File: src/rtl/decode.sv
// MIPS instruction-decode stage: register file with write-first bypass,
// main control decode, immediate sign extension and the ID/EX latch.
module decode (
  input  logic        clk,
  input  logic        rst,
  input  logic [31:0] if_id_instr,
  input  logic [31:0] if_id_npc,
  input  logic        mem_wb_reg_write,
  input  logic [4:0]  mem_wb_write_reg,
  input  logic [31:0] mem_wb_write_data,
  output logic [1:0]  id_ex_wb,
  output logic [2:0]  id_ex_m,
  output logic [3:0]  id_ex_ex,
  output logic [31:0] id_ex_npc,
  output logic [31:0] id_ex_readdat1,
  output logic [31:0] id_ex_readdat2,
  output logic [31:0] id_ex_sign_ext,
  output logic [4:0]  id_ex_instr_2016,
  output logic [4:0]  id_ex_instr_1511
);
  localparam int DATA_W = 32;

  localparam logic [5:0] OP_RTYPE = 6'h00;
  localparam logic [5:0] OP_LW    = 6'h23;
  localparam logic [5:0] OP_SW    = 6'h2B;
  localparam logic [5:0] OP_BEQ   = 6'h04;

  function automatic logic signed [DATA_W-1:0] sign_extend(input logic signed [15:0] imm);
    return DATA_W'(imm);
  endfunction

  logic [5:0]        opcode_p0;
  logic [4:0]        rs_p0, rt_p0, rd_p0;
  logic [DATA_W-1:0] regs [32];
  logic              wr_en_p0;
  logic [DATA_W-1:0] rdat1_p0, rdat2_p0;
  logic [1:0]        wb_p0;
  logic [2:0]        m_p0;
  logic [3:0]        ex_p0;
  logic signed [DATA_W-1:0] sext_p0;

  assign opcode_p0 = if_id_instr[31:26];
  assign rs_p0     = if_id_instr[25:21];
  assign rt_p0     = if_id_instr[20:16];
  assign rd_p0     = if_id_instr[15:11];
  assign sext_p0   = sign_extend(if_id_instr[15:0]);
  assign wr_en_p0  = mem_wb_reg_write && (mem_wb_write_reg != 5'd0);

  // Register file write port; $0 is never written so it stays zero after reset.
  always_ff @(posedge clk) begin
    if (rst) begin
      for (int i = 0; i < 32; i++) regs[i] <= '0;
    end else if (wr_en_p0) begin
      regs[mem_wb_write_reg] <= mem_wb_write_data;
    end
  end

  always_comb begin
    rdat1_p0 = regs[rs_p0];
    rdat2_p0 = regs[rt_p0];
    if (rs_p0 == 5'd0)                                   rdat1_p0 = '0;
    else if (wr_en_p0 && (mem_wb_write_reg == rs_p0))    rdat1_p0 = mem_wb_write_data;
    if (rt_p0 == 5'd0)                                   rdat2_p0 = '0;
    else if (wr_en_p0 && (mem_wb_write_reg == rt_p0))    rdat2_p0 = mem_wb_write_data;
  end

  // ex = {RegDst, ALUOp[1:0], ALUSrc}, m = {Branch, MemRead, MemWrite}, wb = {RegWrite, MemtoReg}
  always_comb begin
    ex_p0 = 4'b0000;
    m_p0  = 3'b000;
    wb_p0 = 2'b00;
    case (opcode_p0)
      OP_RTYPE: begin ex_p0 = 4'b1100; m_p0 = 3'b000; wb_p0 = 2'b10; end
      OP_LW:    begin ex_p0 = 4'b0001; m_p0 = 3'b010; wb_p0 = 2'b11; end
      OP_SW:    begin ex_p0 = 4'b0001; m_p0 = 3'b001; wb_p0 = 2'b00; end
      OP_BEQ:   begin ex_p0 = 4'b0010; m_p0 = 3'b100; wb_p0 = 2'b00; end
      default:  begin ex_p0 = 4'b0000; m_p0 = 3'b000; wb_p0 = 2'b00; end
    endcase
  end

  // ID/EX latch
  always_ff @(posedge clk) begin
    if (rst) begin
      id_ex_wb         <= '0;
      id_ex_m          <= '0;
      id_ex_ex         <= '0;
      id_ex_npc        <= '0;
      id_ex_readdat1   <= '0;
      id_ex_readdat2   <= '0;
      id_ex_sign_ext   <= '0;
      id_ex_instr_2016 <= '0;
      id_ex_instr_1511 <= '0;
    end else begin
      id_ex_wb         <= wb_p0;
      id_ex_m          <= m_p0;
      id_ex_ex         <= ex_p0;
      id_ex_npc        <= if_id_npc;
      id_ex_readdat1   <= rdat1_p0;
      id_ex_readdat2   <= rdat2_p0;
      id_ex_sign_ext   <= sext_p0;
      id_ex_instr_2016 <= rt_p0;
      id_ex_instr_1511 <= rd_p0;
    end
  end
endmodule

File: config.mk
export PLATFORM = sky130hd
export DESIGN_NAME = decode
export DESIGN_NICKNAME = d
export VERILOG_FILES = /design/src/rtl/decode.sv
export SDC_FILE = /design/constraint.sdc
export NUM_CORES = 2
export LEC_CHECK = 0
export CAP_MARGIN = 40
export CORE_UTILIZATION = 25
export DETAILED_ROUTE_END_ITERATION = 16
export GPL_TIMING_DRIVEN = 0
export SYNTH_ARGS = -nofsm -noshare
export SYNTH_HDL_FRONTEND = slang
export SYNTH_SLANG_ARGS = --single-unit
File: constraint.sdc
create_clock -name clk -period 12.3 [get_ports clk]
set_clock_uncertainty 0.2 [all_clocks]
set_input_delay 2.46 -clock clk [delete_from_list [all_inputs] [get_ports clk]]
set_output_delay 2.46 -clock clk [all_outputs]
set_load 0.005 [all_outputs]
# [Yosys cells after proc, flatten, opt, wreduce, memory -nomap -nowiden]
# Memory sizes are Yosys's and may differ from the RTL's. A register that Yosys moved wholly into a read port is not among the register bits.
# Cells that the tools add are included.
[word_totals] ff_bits=67 ramBits=1024 word_cells=31 memories=1
[memory_table] memory="regs" depth=32 word_bits=32 rd=2 rd_clocked_by_memory_dff=2 wr=32 line_no="34" source="logic [DATA_W-1:0] regs [32];"
[op_classes] eq_ne=3 n_mux=11 n_reduce_logical=9
[op_table] operator="$mux W32" n=1
[op_table] operator="$reduce_or A32 Y1" n=1
[op_table] operator="$eq A6 B6 Y1 const B" n=2
[op_table] operator="$pmux W4 S3" n=1
[op_table] operator="$logic_not A5 Y1" n=2
[op_table] operator="$pmux W3 S3" n=1
[op_table] operator="$eq A6 B3 Y1 const B" n=1
[op_table] operator="$logic_not A6 Y1" n=1
[op_table] operator="$mux W1" n=6
[op_table] operator="$reduce_or A2 Y1" n=3
[op_table] operator="$mux W5" n=1
[op_table] operator="$reduce_bool A5 Y1" n=1
[op_table] operator="$pmux W2 S2" n=1
[op_table] operator="$logic_and A1 B1 Y1" n=1

# [Logic depth before layout (Yosys ltp)]
[depth] ltp_word=7 depth_mapped=9 ltp_nobuf=5

# [Worst setup path after synthesis]
# Ideal clock, no wire load.
[synth_timing] path_type="input port to flip-flop" startpoint="input mem_wb_write_reg[3]" endpoint="memory regs[12][0] (enable)" arrival_time_ps=5593 required_time_ps=11634 slack_ps=6041 cell_stages=6 path_cell_list="buf_4 or3_1 buf_2 nand4bb_1 buf_2 o21ai_0"
[synth_lines] item="start: declaration" line_no="9" source="input logic [4:0] mem_wb_write_reg,"
[synth_lines] item="end: declaration" line_no="34"

# [Worst setup path after layout]
[layout_timing] startpoint="input if_id_instr[23]" endpoint="register id_ex_readdat1[27] (read register of regs)"
[layout_between] elab_chain_cells=2
[layout_lines] item="start: declaration" line_no="6" source="input logic [31:0] if_id_instr,"
[layout_lines] item="$logic_not A5 Y1" line_no="61" source="if (rs_p0 == 5'd0) rdat1_p0 = '0;"
[layout_lines] item="$reduce_or A2 Y1 (no source line)"
[layout_lines] item="end: declaration" line_no="15" source="output logic [31:0] id_ex_readdat1,"
# Several ways; a longest one is shown, not always the timed one.
# A chain may end at the register's enable or synchronous reset.

==> metrics.txt <==
met1 Track Usage GR=26.1%; clock buffer depth=3; Synth Flop Type=edfxtp_1; die area=235,000 um^2; status=finished, final reports clean; min-delay src=regs[18][30]$_SDFFCE_PN0P_; number of synthesized flops with an enable pin=1,024; Area Overhead vs Synth=23.4%; drt pass-1 iters=6; total wire length=260 mm; Hold Path Depth=4; Hold-fix buffers, CTS=0; critical path arrival=6490 ps; TritonCTS clock tree=done; setup TNS=0 ps; Fmax achieved=169 MHz; Post-Synthesis Cell Area=58,200 um^2; type of origin of the critical path=input port; critical path class=input port to flip-flop; Synth async-reset ratio=0%; Max-Cap Viols=0; share of layout cells above drive strength 1=19.3%; period utilization=48.2%; Critical Path RT=12,860 ps; sequential area share after synthesis=57.1%; postcts setup bufs=0; Worst-Margin Slew=1050 ps; Die W=485 um; Worst Hold End=id_ex_readdat2[30]$_SDFF_PP0_; Initial Util=25.2%; Cell Count Post-Placement=7,448; Layout Nets=4,663; Setup violations, final=0; Netlist cell types=47; clock sink total=1,148; GR Util met3=6.99%; Max-Slew Margin vs Limit=29.7%; # port buffers=240; cts bufs inserted=134; post_cts resized=0; post-synthesis register bit count=1,148; vias per cell=5.52; via count=42.5k; Top-Level Pins=251; Overflow after GRT=0; Syn. warnings=0; largest net degree at the start of global routing=33; endpoints failing hold=0; row cnt=176; worst reg2reg startpoint=regs[3][27]$_SDFFCE_PN0P_; reg-to-reg critical path endpoint=id_ex_readdat1[27]$_SDFF_PP0_; DRT antenna net count=0; CP endpoint kind=flip-flop; Worst Reg-to-Reg Cells=5; worst-path fanout max=10; root buf cell=clkbuf_16; Pins Over Slew Limit=0; routability cong.=0.987; Syn Area/Cell=14.5 um^2; drt wl/cell=33.8 um; worst-skew pair later-pin latency=820 ps; Fillers=22.8k; H-tree depth=4; Gate Count Post-Synth=4,009; Leakage=25.0 nW; Reg2Reg Setup Slack=9460 ps; die height=485 um; initial drt markers=7,259; non-filler cells, final=7,709; VDD IR max=0.119 mV; met2 Use GR=32.3%; power per cell area=139 nW/um^2; Core ar.=231,000 um^2; DRC=0; Final Critical Period=5930 ps; initial antenna violation count=31; first-pass GRT wire length=346 mm; RSZ-0062 raised after global routing=no; GRT Overall Usage=21.5%; GR peak layer=met2; Post-DP HPWL=191 mm; vias in the first global route=41.4k; Worst-path clk slew=60 ps; Hold Path Class=flip-flop to flip-flop
==> cell type report <==
type	instances	area (um^2)	area share, %
Tap cell	3026	3790	5.27
Sequential cell	1148	33200	46.3
Inverter	5	18.8	0.0261
Buffer	449	2100	2.93
Clock inverter	69	719	1.00
Clock buffer	175	3740	5.20
Antenna cell	16	40.0	0.0557
Multi-Input combinational cell	2438	23300	32.5
Timing Repair Buffer	383	4870	6.78
==> through the flow <==
stage | utilization [%] | worst slack, ps | instance area, um^2 | hold slack [ps] | total power (W)
after floorplan | - | 6040 | 58300 | 554 | 0.00526
after detailed placement | 29.2 | 5880 | 67300 | 710 | 0.00597
after global routing | 31.1 | 6590 | 71800 | 764 | 0.0102
after CTS | 31.1 | 6720 | 71800 | 704 | 0.00996
after global placement | 28.0 | 1420 | 64500 | 714 | 0.00589
final | 31.1 | 6370 | 71800 | 712 | 0.0100
==> synth_stat cells (all sizes together), types with 6 or more instances <==
cell type | instances | area (um^2)
edfxtp | 1024 | 30700
and2 | 994 | 6220
mux4 | 386 | 8690
clkbuf | 298 | 1120
mux2i | 285 | 2850
buf | 151 | 976
dfxtp | 124 | 2480
a22oi | 104 | 781
a211oi | 95 | 713
nor2b | 87 | 544
a221oi | 64 | 561
a21oi | 63 | 315
nand2 | 52 | 195
nor2 | 41 | 164
a211o | 32 | 280
o21bai | 32 | 240
o22ai | 32 | 200
o21ai | 31 | 155
o221ai | 31 | 272
a32o | 21 | 210
a22o | 10 | 87.6
nand3 | 9 | 45.0
xnor2 | 8 | 70.1
nand3b | 6 | 45.0
==> where the power goes <==
group	switching (W)	internal, W	total (W)
clock network	0.00179	0.00228	0.00407
logic	0.000809	0.000543	0.00135
registers	0.000116	0.00447	0.00458
==> kinds of logic (layout without fill, tap and decap cells) <==
logic type      count (synthesis)  in the layout  synth area share [%]
simple gates                 1205           1205                  12.6
flops                        1148           1148                  57.1
mux                           671            671                  19.8
compound gates                520            520                  6.68
buf+inv                       454           1081                  3.64
xor+xnor                       10             10                 0.150
other cells                     1             48               0.00644
==> worst max path at each step <==
stage | startpoint | slack (ps) | end | cells after the start
floorplan | mem_wb_write_reg[3] | 6040 | regs[12][0]$_SDFFCE_PN0P_ | 6
global placement | rst | 1420 | regs[2][25]$_SDFFCE_PN0P_ | 5
detailed placement | if_id_instr[23] | 5880 | id_ex_readdat1[27]$_SDFF_PP0_ | 8
CTS | if_id_instr[23] | 6720 | id_ex_readdat1[27]$_SDFF_PP0_ | 8
global route | if_id_instr[23] | 6590 | id_ex_readdat1[27]$_SDFF_PP0_ | 8
finish | if_id_instr[23] | 6370 | id_ex_readdat1[27]$_SDFF_PP0_ | 8
==> state kept, by name, summed over array words and instances (netlist names) <==
signal / count
id_ex_ex: 3
id_ex_instr_2016: 5
id_ex_m: 2
id_ex_npc: 32
id_ex_readdat1: 32
id_ex_readdat2: 32
id_ex_sign_ext: 16
id_ex_wb: 2
regs: 1024
==> routing by layer <==
metal  share of wire, %  vias to the layer above
li1                   -                    16436
met2                 43                     3731
met4                8.0                       12
met3                 14                      814
met5              0.031                        -
met1                 35                    21528
==> critical path, stage by stage <==
cell and delay, ps:
clkdlybuf4s50_1 490, buf_2 460, buf_2 470, buf_2 440
clkbuf_1 600, a211oi_1 390, a211oi_1 950, a211o_1 210
==> layout by cell type, fill, tap and decap left out, types with 23 or more instances in the layout <==
cell type,count
a211o_1,32
a211oi_1,95
a21oi_1,63
a221oi_1,64
a22oi_1,104
and2_1,994
buf_12,23
buf_16,31
buf_2,62
buf_4,62
buf_6,56
buf_8,44
clkbuf_1,321
clkbuf_16,141
clkdlybuf4s50_1,240
conb_1,32
dfxtp_1,124
edfxtp_1,1024
mux2i_1,285
mux4_2,386
nand2_1,52
nor2_1,39
nor2b_1,87
o21ai_4,31
o21bai_1,32
o221ai_1,31
o22ai_1,32
No activity file was read; power rests on OpenSTA's default activity.
